### config.mk
export PLATFORM = sky130hd
export DESIGN_NAME = rf_port_sched
export DESIGN_NICKNAME = d
export VERILOG_FILES = /design/src/rtl/rf_port_sched_pkg.sv /design/src/rtl/rf_port_sched_rr_arbiter.sv /design/src/rtl/rf_port_sched.sv
export SDC_FILE = /design/constraint.sdc
export NUM_CORES = 1
export LEC_CHECK = 0
export BUFFER_PORTS_ARGS = -buffer_cell sky130_fd_sc_hd__buf_2
export CAP_MARGIN = 10
export CORE_UTILIZATION = 48
export CTS_BUF_LIST = sky130_fd_sc_hd__clkbuf_8
export CTS_CLUSTER_SIZE = 20
export DETAILED_ROUTE_END_ITERATION = 10
export PLACE_DENSITY_LB_ADDON = 0.3
export SLEW_MARGIN = 30
export SYNTH_ARGS = -nofsm -noshare
export SYNTH_HDL_FRONTEND = slang
export SYNTH_SLANG_ARGS = --single-unit
### constraint.sdc
create_clock -name clk -period 6.9 [get_ports clk]
set_input_delay 1.725 -clock clk [delete_from_list [all_inputs] [get_ports clk]]
set_output_delay 1.725 -clock clk [all_outputs]
set_load 0.01 [all_outputs]
### src/rtl/rf_port_sched_pkg.sv
// rf_port_sched_pkg: register-file geometry, request types and range helper.
package rf_port_sched_pkg;
    localparam int phit_size    = 16;
    localparam int dwidth_RFadd = 4;
    localparam int depth_RF     = 12;
    localparam int NUM_REQ_DFLT = 4;
    localparam int REQ_IDX_W    = (NUM_REQ_DFLT > 1) ? $clog2(NUM_REQ_DFLT) : 1;

    typedef logic [REQ_IDX_W-1:0]    req_idx_t;
    typedef logic [dwidth_RFadd-1:0] rf_addr_t;
    typedef logic [phit_size-1:0]    phit_t;

    typedef struct packed {
        rf_addr_t addr1;
        rf_addr_t addr2;
    } rf_rd_req_t;

    function automatic logic addr_ok(input rf_addr_t a);
        return int'(a) < depth_RF;
    endfunction
endpackage

### src/rtl/rf_port_sched_rr_arbiter.sv
// rf_port_sched_rr_arbiter: one-hot round-robin arbiter, pointer moves past each winner.
module rf_port_sched_rr_arbiter #(
    parameter int N = 4
) (
    input  logic         clk,
    input  logic         rst_n,
    input  logic [N-1:0] req_i,
    input  logic         adv_i,
    output logic [N-1:0] gnt_o
);
    localparam int IW = (N > 1) ? $clog2(N) : 1;

    logic [IW-1:0] ptr_q, ptr_d, idx;
    logic          found;

    always_comb begin
        gnt_o = '0;
        ptr_d = ptr_q;
        found = 1'b0;
        idx   = '0;
        for (int i = 0; i < N; i++) begin
            idx = IW'((int'(ptr_q) + i) % N);
            if (!found && req_i[idx]) begin
                found      = 1'b1;
                gnt_o[idx] = 1'b1;
                ptr_d      = adv_i ? IW'((int'(idx) + 1) % N) : ptr_q;
            end
        end
    end

    always_ff @(posedge clk or negedge rst_n) begin
        if (!rst_n) ptr_q <= '0;
        else        ptr_q <= ptr_d;
    end
endmodule

### src/rtl/rf_port_sched.sv
// rf_port_sched: round-robin read/write scheduler for the shared 2R/1W register file,
// with write-to-read bypass and sticky out-of-range detection.
module rf_port_sched
    import rf_port_sched_pkg::*;
#(
    parameter int NUM_REQ = 4
) (
    input  logic                            clk,
    input  logic                            rst_n,
    input  logic [NUM_REQ-1:0]              rd_req_valid,
    input  logic [NUM_REQ*dwidth_RFadd-1:0] rd_req_addr1,
    input  logic [NUM_REQ*dwidth_RFadd-1:0] rd_req_addr2,
    output logic [NUM_REQ-1:0]              rd_req_ready,
    output logic [NUM_REQ-1:0]              rd_rsp_valid,
    output logic [phit_size-1:0]            rd_rsp_data1,
    output logic [phit_size-1:0]            rd_rsp_data2,
    input  logic [NUM_REQ-1:0]              wr_req_valid,
    input  logic [NUM_REQ*dwidth_RFadd-1:0] wr_req_addr,
    input  logic [NUM_REQ*phit_size-1:0]    wr_req_data,
    output logic [NUM_REQ-1:0]              wr_req_ready,
    output logic [dwidth_RFadd-1:0]         rf_rd_addr1,
    output logic [dwidth_RFadd-1:0]         rf_rd_addr2,
    output logic [dwidth_RFadd-1:0]         rf_wr_addr,
    output logic                            rf_wen,
    output logic [phit_size-1:0]            rf_d_in,
    input  logic [phit_size-1:0]            rf_d_out1,
    input  logic [phit_size-1:0]            rf_d_out2,
    output logic                            oob_err
);
    logic [NUM_REQ-1:0] rd_gnt, wr_gnt, rsp_valid_q, rsp_valid_d;
    rf_rd_req_t         rd_sel;
    rf_addr_t           wr_addr;
    phit_t              wr_data, op1, op2, d1_q, d1_d, d2_q, d2_d;
    logic               wr_hit, oob_q, oob_d;

    // Requests are masked during reset so nothing is granted or written.
    rf_port_sched_rr_arbiter #(.N(NUM_REQ)) u_rd_arb (
        .clk(clk), .rst_n(rst_n), .req_i(rd_req_valid & {NUM_REQ{rst_n}}),
        .adv_i(1'b1), .gnt_o(rd_gnt)
    );

    rf_port_sched_rr_arbiter #(.N(NUM_REQ)) u_wr_arb (
        .clk(clk), .rst_n(rst_n), .req_i(wr_req_valid & {NUM_REQ{rst_n}}),
        .adv_i(1'b1), .gnt_o(wr_gnt)
    );

    always_comb begin
        rd_sel  = '0;
        wr_addr = '0;
        wr_data = '0;
        for (int i = 0; i < NUM_REQ; i++) begin
            if (rd_gnt[i]) begin
                rd_sel.addr1 = rd_req_addr1[i*dwidth_RFadd +: dwidth_RFadd];
                rd_sel.addr2 = rd_req_addr2[i*dwidth_RFadd +: dwidth_RFadd];
            end
            if (wr_gnt[i]) begin
                wr_addr = wr_req_addr[i*dwidth_RFadd +: dwidth_RFadd];
                wr_data = wr_req_data[i*phit_size +: phit_size];
            end
        end
        wr_hit = (|wr_gnt) && addr_ok(wr_addr);
        op1 = !addr_ok(rd_sel.addr1) ? '0 :
              (wr_hit && wr_addr == rd_sel.addr1) ? wr_data : rf_d_out1;
        op2 = !addr_ok(rd_sel.addr2) ? '0 :
              (wr_hit && wr_addr == rd_sel.addr2) ? wr_data : rf_d_out2;
        rsp_valid_d = rd_gnt;
        d1_d  = (|rd_gnt) ? op1 : d1_q;
        d2_d  = (|rd_gnt) ? op2 : d2_q;
        oob_d = oob_q
              | ((|rd_gnt) && !(addr_ok(rd_sel.addr1) && addr_ok(rd_sel.addr2)))
              | ((|wr_gnt) && !addr_ok(wr_addr));
    end

    always_ff @(posedge clk or negedge rst_n) begin
        if (!rst_n) begin
            rsp_valid_q <= '0;
            d1_q        <= '0;
            d2_q        <= '0;
            oob_q       <= 1'b0;
        end else begin
            rsp_valid_q <= rsp_valid_d;
            d1_q        <= d1_d;
            d2_q        <= d2_d;
            oob_q       <= oob_d;
        end
    end

    assign rd_req_ready = rd_gnt;
    assign wr_req_ready = wr_gnt;
    assign rf_rd_addr1  = rd_sel.addr1;
    assign rf_rd_addr2  = rd_sel.addr2;
    assign rf_wr_addr   = wr_addr;
    assign rf_d_in      = wr_data;
    assign rf_wen       = wr_hit;
    assign rd_rsp_valid = rsp_valid_q;
    assign rd_rsp_data1 = d1_q;
    assign rd_rsp_data2 = d2_q;
    assign oob_err      = oob_q;
endmodule

# After elaboration in Yosys (flattened, before gate mapping)
# Cells that the tools add are included.
[totals]
out_inout_bits = 74
word_cells = 151
inputBits = 154
ff_bits = 41
[op_classes]
n_eq_ne = 2
reduce_logical = 32
bitwise = 10
n_lt_le_gt_ge = 19
add_sub_neg = 12
mux = 70
[ops]
columns = ["op", "n"]
rows = [
  ["16-bit 2-to-1 mux", 8],
  ["4-bit 2-to-1 mux", 12],
  ["8-bit 2-to-1 mux", 4],
  ["2-bit by 3-bit < comparator with 1-bit output (second input constant)", 8],
  ["4-bit bitwise OR", 6],
  ["1-bit 2-to-1 mux", 22],
  ["1-bit logical AND", 20],
  ["2-bit by 1-bit adder with 2-bit output (second input constant)", 8],
  ["1-bit binary-select mux with 2-bit select", 8],
  ["1-bit demux with 2-bit select", 8],
  ["2-bit by 1-bit greater-or-equal comparator with 1-bit output (second input constant)", 8],
  ["2-bit 2-to-1 mux", 8],
  ["4-bit < comparator (second input constant)", 3],
  ["2-bit adder (second input constant)", 4],
  ["4-bit bitwise AND", 2],
  ["4-bit == test", 2],
  ["1-bit logical NOT", 8],
  ["4-bit nonzero test", 2],
  ["4-bit OR reduction", 2],
  ["1-bit bitwise OR", 2],
]

# Longest topological paths before layout
# Gate-level depths: netlist of run 1.
[logic_depth]
depth_word = 23
ltp_mapped = 20
depth_no_buf = 14

# Cells and area by module
# From an unflattened synthesis of run 1, not the netlist that was laid out.
[unflattened]
hier_cells = 507
area_unflattened_um2 = 4410.5
[modules_own_cells]
columns = ["module", "instances", "seq_area_each_um2", "cells_per_inst", "area_per_inst_um2"]
rows = [
  ["rf_port_sched", 1, 925.9, 384, 3345.7],
  ["rf_port_sched_rr_arbiter (u_wr_arb)", 1, 50.0, 67, 578.1],
  ["rf_port_sched_rr_arbiter (u_rd_arb)", 1, 50.0, 56, 486.7],
]

# Least setup slack after synthesis of run 1
# Ideal clock, no wire load.
[synth_timing]
path_type = "in2out"
start = "input port wr_req_valid[1]"
end = "output port rf_d_in[10]"
t_arrival_ps = 4344
t_required_ps = 5175
cell_stages = 13
n_path_buf = 5
path_slack_ps = 831
cell_sequence = "buf_2 -> mux4_2 -> and2_1 -> buf_6 -> o31a_4 -> and3_1 -> buf_6 -> inv_1 -> buf_6 -> clkbuf_1 -> nand2_1 -> a311oi_1 -> a21o_1"
[synth_via]
elab_cells_between_ends = 29
classes_between = "mux: 19; bitwise: 4; reduce/logical: 6"
[synth_rtl]
columns = ["item", "line_no", "text"]
rows = [
  ["start: declaration", "rf_port_sched.sv:17", "input logic [NUM_REQ-1:0] wr_req_valid,"],
  ["4-bit bitwise AND (*)", "rf_port_sched.sv:43", ".clk(clk), .rst_n(rst_n), .req_i(wr_req_valid & {NUM_REQ{rst_n}}),"],
  ["1-bit binary-select mux with 2-bit select", "rf_port_sched_rr_arbiter.sv:23", "if (!found && req_i[idx]) begin"],
  ["1-bit 2-to-1 mux (implied by the code)", "rf_port_sched_rr_arbiter.sv:23", ""],
  ["1-bit 2-to-1 mux", "rf_port_sched_rr_arbiter.sv:23", ""],
  ["1-bit logical NOT", "rf_port_sched_rr_arbiter.sv:23", ""],
  ["1-bit logical AND", "rf_port_sched_rr_arbiter.sv:23", ""],
  ["1-bit 2-to-1 mux", "rf_port_sched_rr_arbiter.sv:23", ""],
  ["1-bit logical NOT", "rf_port_sched_rr_arbiter.sv:23", ""],
  ["1-bit logical AND", "rf_port_sched_rr_arbiter.sv:23", ""],
  ["1-bit 2-to-1 mux", "rf_port_sched_rr_arbiter.sv:23", ""],
  ["1-bit logical NOT", "rf_port_sched_rr_arbiter.sv:23", ""],
  ["1-bit logical AND", "rf_port_sched_rr_arbiter.sv:23", ""],
  ["4-bit 2-to-1 mux (*)", "rf_port_sched_rr_arbiter.sv:23", ""],
  ["via wr_req_ready[1]", "rf_port_sched.sv:20", "output logic [NUM_REQ-1:0] wr_req_ready,"],
  ["16-bit 2-to-1 mux (*) (3 in series)", "rf_port_sched.sv:56", "if (wr_gnt[i]) begin"],
  ["end: declaration", "rf_port_sched.sv:25", "output logic [phit_size-1:0] rf_d_in,"],
]
# The timed path passes the listed nets; every way through them passes the cells marked *. The select of a mux whose other input is x is not followed.

# Worst setup path in the final report of run 1
[layout_timing]
start = "input port wr_req_valid[3]"
end = "output port rf_d_in[2]"
[layout_via]
elab_chain_cells = 17
elab_cells_between_ends = 29
classes_between = "mux: 19; bitwise: 4; reduce/logical: 6"
[layout_rtl]
columns = ["item", "line_no"]
rows = [
  ["4-bit bitwise AND (*)", "rf_port_sched.sv:43"],
  ["1-bit binary-select mux with 2-bit select", "rf_port_sched_rr_arbiter.sv:23"],
  ["1-bit 2-to-1 mux (implied by the code)", "rf_port_sched_rr_arbiter.sv:23"],
  ["1-bit 2-to-1 mux", "rf_port_sched_rr_arbiter.sv:23"],
  ["1-bit logical NOT", "rf_port_sched_rr_arbiter.sv:23"],
  ["1-bit logical AND", "rf_port_sched_rr_arbiter.sv:23"],
  ["1-bit 2-to-1 mux", "rf_port_sched_rr_arbiter.sv:23"],
  ["1-bit logical NOT", "rf_port_sched_rr_arbiter.sv:23"],
  ["1-bit logical AND", "rf_port_sched_rr_arbiter.sv:23"],
  ["1-bit 2-to-1 mux", "rf_port_sched_rr_arbiter.sv:23"],
  ["1-bit logical NOT", "rf_port_sched_rr_arbiter.sv:23"],
  ["1-bit logical AND", "rf_port_sched_rr_arbiter.sv:23"],
  ["4-bit 2-to-1 mux (*)", "rf_port_sched_rr_arbiter.sv:23"],
  ["16-bit 2-to-1 mux (3 in series)", "rf_port_sched.sv:56"],
  ["16-bit 2-to-1 mux (*)", "rf_port_sched.sv:56"],
]
# Mark *: on every way between the ends. The rest lies on a longest branch, timed or not. The select of a mux whose other input is x is not followed.

==> metrics, run 1 <==
TritonCTS buffer count=5; synthesized area=4430 um^2; first-pass GRT wire length=23600 um; Seq/Total Area, Yosys=0.232; fin area=5600 um^2; Startpoint Class=input port; Clock Skews=0.00498 ns; #FFs+latches synth=41; cell count after synthesis=549; met2 Use GR=0.566; ys flop type=dfrtp_1; Clock Pin Slew Worst Setup and Hold Paths=0.09 ns; commonest non-fill, non-tap cell in the layout=buf_2; ys async rst share=1.00; period utilisation layout=0.916; crit-path max FO=20; number of synthesized flops with an enable pin=0; GRT Max-Usage Layer=met2; critical path's top delay family=compound AO/OA/AOI/OAI gates; Clock Latency Late Sink=approximately 0.3 ns; most frequent cells in the layout=227 x buf_2, 93 x nand2_1, 41 x dfrtp_1; Hold Path Stages=2; CTS root buffer=clkbuf_8; CTS Sinks=41; Die X-Extent=around 100 um; FF+latch area=1030 um^2; min cycle time layout=6.32 ns; R2R setup slack=roughly 1.4 ns; syn avg cell area=a little over 8 um^2; Total Power=3.59 mW; largest net degree at the start of global routing=67; Vias/cell=6.00; main combinational cell family by area after synthesis=compound AO/OA/AOI/OAI gates; Least-Margin Pin Slew=0.783 ns; syn_nets=roughly 720; initial core utilization=0.501; Crit. End Element=output port; ANT nets after route=0; failing checks=DRC; final net count=910; clock tree buffer depth=2; IO buf count=227; adder-cell share of the synthesized area=0.0339; CP Data Arrival Time=4.59 ns; DRT Pass-1 Iters=8; DR vias=5114; routing usage on met3=0.0630; fill count=about 790; Post-CTS Resized=0; violation count after the first detailed-route iteration=231; maxcap violations=0; Yosys cell types=67; Reg2Reg Launch Point=u_wr_arb.ptr_q[0]; setup repair bufs after CTS=0; slowest cell on the critical path=mux4_2; area of the multi-input gates=3040 um^2; reg2reg end=rd_rsp_data2[15]; LEAKAGE=between 2 and 3 nW; core area=between 8000 and 9000 um^2; CP max stage delay=between 0.5 and 0.6 ns; WP data required=5.18 ns; grt total ovfl=0; maximum vdd drop=between 0.6 and 0.7 mV; Area after DPL=5510 um^2; HPWL Detailed=11900 um; slew margin rel.=0.478; num ports=around 230; fmax=about 160 MHz; RSZ-0062 raised after global routing=false; post-synthesis compound-gate area fraction=0.310; share of layout cells above drive strength 1=0.399; Slew Viols, Final=0; worst reg2reg path depth=13; # setup viols final=0; grt met1 use=0.342; Synth Area in XOR/XNOR=0.0158; WP buf/inv=3; hold_buf cts=0; Die Area=about 9600 um^2; PwrDens=~640 nW/um^2; status=complete, but fails checks; mux cell area share after synthesis=0.0398; # diodes=0; GPL Wtd Cong=0.911; vias in the first global route=~5000; final WL=~15000 um; number of H-tree levels=2; DRC errors left=19; post-synthesis simple-gate area fraction=0.285; overall routing resource usage=0.304; class of the worst hold path=flop to flop; Area growth syn-to-layout=26.5%; most frequent CP cell=buf_2; CTS tree=built; initial antenna violation count=0; synth warn=0; num rows=34; die height=98.1 um; worst hold start=rd_rsp_data2[13]; crit path cell chain=buf_2 -> mux4_2 -> and2_1 -> o31a_4 -> and3_1 -> inv_1 -> nand2_1 -> a311oi_1 -> a21o_1 -> buf_2; setup_tns=0 ns; Setup Crit Path Kind=input port to output port; WL per Instance=roughly 18 um; Worst Hold End=rd_rsp_data2[13]; Fin. Hold Viols=0
-- power by group --
part,leakage [nW],switching [mW],internal [mW]
clock network,0.0439,0.0925,0.0700
registers,0.507,0.0919,0.369
logic,2.27,1.90,1.06
-- layout make-up --
class / instances / area share
multi-input combinational: 430 / 0.543
clock inverter: 3 / 0.00313
sequential: 41 / 0.183
tap: 108 / 0.0241
clock buffer: 5 / 0.0123
inverter: 30 / 0.0201
timing repair buffer: 236 / 0.215
-- cells in the mapped netlist, types with 3 or more instances --
cell,n,share of area
xnor2_1,4,0.0079
xor2_1,4,0.0079
a311oi_1,20,0.040
o31ai_2,4,0.011
buf_2,9,0.010
a221oi_2,3,0.010
a221o_1,9,0.020
dfrtp_1,41,0.23
clkbuf_1,27,0.023
nor2_1,36,0.030
and3b_1,4,0.0079
inv_1,26,0.022
nor3_1,3,0.0034
nand2_1,93,0.079
nand3_1,25,0.028
o211ai_1,13,0.022
and2_1,10,0.014
or3_1,4,0.0056
mux2i_1,12,0.027
nand2b_1,3,0.0042
a21o_1,18,0.030
nor4_1,4,0.0056
ha_1,12,0.034
o211ai_2,20,0.056
nor3b_1,35,0.059
inv_2,4,0.0034
o21ai_0,33,0.037
buf_6,9,0.023
o31ai_1,11,0.019
-- logic make-up (layout without fill, tap and decap cells) --
logic type,Yosys count,in the layout
AOI/OAI and AO/OA,157,157
xor gates and xnor gates,8,8
adders and majority gates,12,12
buffers and inverters,78,274
DFF,41,41
muxes,15,15
and+or+nand+nor,238,238
-- worst min-delay path: stages (launching register included) --
cell,delay [ns]
dfrtp_1,0.35
nand2_1,0.06
o211ai_2,0.06
-- worst max-delay path by stage --
| stage | startpoint | end | slack [ns] | depth (start not counted) |
|---|---|---|---|---|
| 6_report | wr_req_valid[3] | rf_d_in[2] | 0.58 | 10 |
| 5_1_grt | wr_req_valid[3] | rf_d_in[4] | 0.41 | 10 |
| 4_1_cts | wr_req_valid[3] | rf_d_in[3] | 0.59 | 10 |
| 3_5_place_dp | wr_req_valid[3] | rf_d_in[3] | 0.59 | 10 |
| 3_3_place_gp | wr_req_valid[3] | rf_d_in[2] | 0.66 | 10 |
| 2_1_floorplan | wr_req_valid[1] | rf_d_in[10] | 0.83 | 13 |
-- sequential cells by signal, indices dropped and copies added, names as in the netlist --
name,flops
u_wr_arb.ptr_q,2
rd_rsp_data1,16
rd_rsp_data2,16
oob_err,1
rd_rsp_valid,4
u_rd_arb.ptr_q,2
-- stage by stage --
stage	util	hold WS, ns	instances	worst slack [ns]
finish	0.633	0.496	853	0.582
global route	0.633	0.530	853	0.408
CTS	0.633	0.500	853	0.587
detailed placement	0.623	0.480	845	0.587
global placement	0.623	0.477	845	0.664
floorplan	-	0.513	549	0.831
-- per-layer routing --
| layer | routed length, um | vias up |
|---|---|---|
| li1 | - | 2404 |
| met1 | 5710 | 2406 |
| met2 | 7750 | 275 |
| met3 | 1290 | 29 |
| met4 | 357 | 0 |
| met5 | 0 | - |
Power figures use the tool's default switching activity.
==> run 2: changes to the inputs <==
BUFFER_PORTS_ARGS = default   (was -buffer_cell sky130_fd_sc_hd__buf_2)
CORE_AREA = 2 2 89 91   (was default)
CORE_UTILIZATION = default   (was 48)
DIE_AREA = 0 0 91 93   (was default)
DONT_BUFFER_PORTS = 1   (was default)
clock period = 5.2 ns   (was 6.9 ns; I/O delays follow)
==> run 2 against run 1 <==
Effect of this change:
- the flow now finishes without violations
- total power increased by 32%
- largest cell class unchanged
- clock skew is 0.0028 ns lower
- via count decreased by 15%
- clock-buffer cell count did not move
- worst setup slack worse by 0.46 ns
- combinational power up 26%
==> metrics, run 2 (same netlist as run 1, synthesis figures left out) <==
LEAKAGE=1.98 nW (-30%); Flop pwr share=0.140 (+0.011); share of layout cells above drive strength 1=0.163 (-0.236); GPL Wtd Cong=0.989 (+8.6%); DR vias=4332 (-15%); core area=7530 um^2 (-15%); WL per Instance=22.5 um (+27%); Post-Place Worst Slack=0.126 ns (-0.461 ns); Clock Latency Late Sink=0.29 ns (about the same); clock tree buffer depth=2 (unchanged); most frequent cells in the layout=93 x nand2_1, 41 x dfrtp_1, 35 x nor2_1, 35 x nor3b_1, 33 x o21ai_0; WP data required=3.90 ns (-1.28 ns); Comb power frac=0.792 (-0.034); Worst Hold End=rd_rsp_data2[8]; setup repair bufs after CTS=0 (unchanged); first-pass GRT wire length=21900 um (-7.1%); max layer used=met4; min cycle time layout=just over 5 ns; Clock power frac=0.068 (+0.023); Post-CTS Resized=0 (unchanged); crit path cell chain=mux4_2 -> and2_1 -> o31a_4 -> and3_1 -> inv_1 -> buf_4 -> nand2_1 -> a311oi_1 -> a21o_1; Hold Path Stages=2 (unchanged); initial core utilization=0.589 (+0.0879); Non-Filler Instances=638 (-25%); DRC errors left=0 (-19); number of H-tree levels=2 (unchanged); Setup Crit Path Kind=input port to output port; CTS tree=built; placed cells=629 (-26%); Clock Pin Slew Worst Setup and Hold Paths=0.09 ns (about the same); TritonCTS buffer count=5 (unchanged); Net Sw Frac=0.582 (about the same); Fin. Hold Viols=0 (unchanged); CP max stage delay=0.51 ns (-0.04 ns); Clock Skews=0.00214 ns (-0.00284 ns); reg2reg end=rd_rsp_data2[4]; DRT Pass-1 Iters=5 (-3); Startpoint Class=input port; die height=93 um (-5.2%); vias in the first global route=4218 (-14%); Die Area=8460 um^2 (-12%); Psw=2.75 mW (+32%); fmax=roughly 200 MHz; hold_buf cts=0 (unchanged); slew margin rel.=0.454 (-0.0237); setup_tns=0 ns (unchanged); num rows=32 (-5.9%); IO buf count=0 (-100%); WL met3=1520 um (+18%); Die X-Extent=91 um (-7.2%); worst hold start=rd_rsp_data2[8]; slowest cell on the critical path=mux4_2; Reg2Reg Launch Point=u_wr_arb.ptr_q[0]; maximum vdd drop=0.533 mV (-14%); post-route worst setup slack=0.117 ns (-0.464 ns); overall routing resource usage=0.323 (+0.0191); WL met2=6910 um (-11%); Crit. End Element=output port; ANT nets after route=0 (unchanged); grt total ovfl=0 (unchanged); crit-path max FO=10 (-50%); class of the worst hold path=flop to flop; num ports=228 (unchanged); violation count after the first detailed-route iteration=233 (+0.87%); met1 WL=5290 um (-7.3%); status=complete, no violations; Least-Margin Pin Slew=0.819 ns (+0.0356 ns); Area growth syn-to-layout=4.74%; final net count=700 (-23%); R2R setup slack=0.54 ns (-0.88 ns); initial antenna violation count=1 (+1); fill count=675 (-15%); final core utilization=0.617 (-0.0168); CTS Sinks=41 (unchanged); final WL=14300 um (-5.1%); worst reg2reg path depth=14 (+1); PwrDens=1020 nW/um^2 (+59%); HPWL Detailed=11200 um (-5.2%); RSZ-0062 raised after global routing=false; CP Data Arrival Time=3.78 ns (-0.81 ns); period utilisation layout=0.977; Slew Viols, Final=0 (unchanged); # setup viols final=0 (unchanged); maxcap violations=0 (unchanged); Vias/cell=6.79 (+13%); largest net degree at the start of global routing=64 (-4.5%); commonest non-fill, non-tap cell in the layout=nand2_1; Pint=1.98 mW (+32%); CTS root buffer=clkbuf_8
## run 2: routing by layer
metal  vias up  GRT usage
met5         -          0
li1       1991          -
met2       262      0.554
met3        47     0.0919
met1      2032      0.383
met4         0      0.128
## run 2: how the worst max path moves through the flow
stage | to | startpoint | slack, ns
6_report | rf_d_in[11] | wr_req_valid[3] | 0.12
3_5_place_dp | rf_wen | wr_req_valid[3] | 0.13
5_1_grt | rf_wen | u_wr_arb.ptr_q[0] | 0.009
2_1_floorplan | rf_d_in[11] | wr_req_valid[1] | 0.12
4_1_cts | rf_wen | wr_req_valid[3] | 0.13
3_3_place_gp | rf_wen | wr_req_valid[3] | 0.19
## run 2: power groups by stage
stage               combinational, mW  sequential, mW  clock (mW)
detailed placement               3.69           0.667           0
finish                           3.74           0.663       0.321
global route                     4.05           0.672       0.340
CTS                              3.69           0.660       0.328
floorplan                        2.89           0.641           0
global placement                 3.60           0.662           0
## run 2: critical path, delay by kind of cell
family | cells | cell delay, ns
compound gates | 3 | 1.03
mux | 1 | 0.51
buf+inv | 2 | 0.30
simple gates | 3 | 0.65
## run 2: stage by stage
step | total power [mW] | area (um^2) | hold slack, ns
after floorplan | 3.53 | 4430 | 0.513
after global placement | 4.26 | 4500 | 0.554
after detailed placement | 4.36 | 4500 | 0.555
after CTS | 4.68 | 4640 | 0.578
after global routing | 5.06 | 4640 | 0.585
final | 4.72 | 4640 | 0.581
## run 2: cell type report
cell class / instances / area [um^2] / area share
sequential: 41 / 1030 / 0.221
inverter: 30 / 113 / 0.0243
clock buffer: 5 / 68.8 / 0.0148
tap: 102 / 128 / 0.0275
clock inverter: 3 / 68.8 / 0.0148
antenna: 1 / 2.50 / 0.000539
timing repair buffer: 26 / 195 / 0.0421
multi-input combinational: 430 / 3040 / 0.655
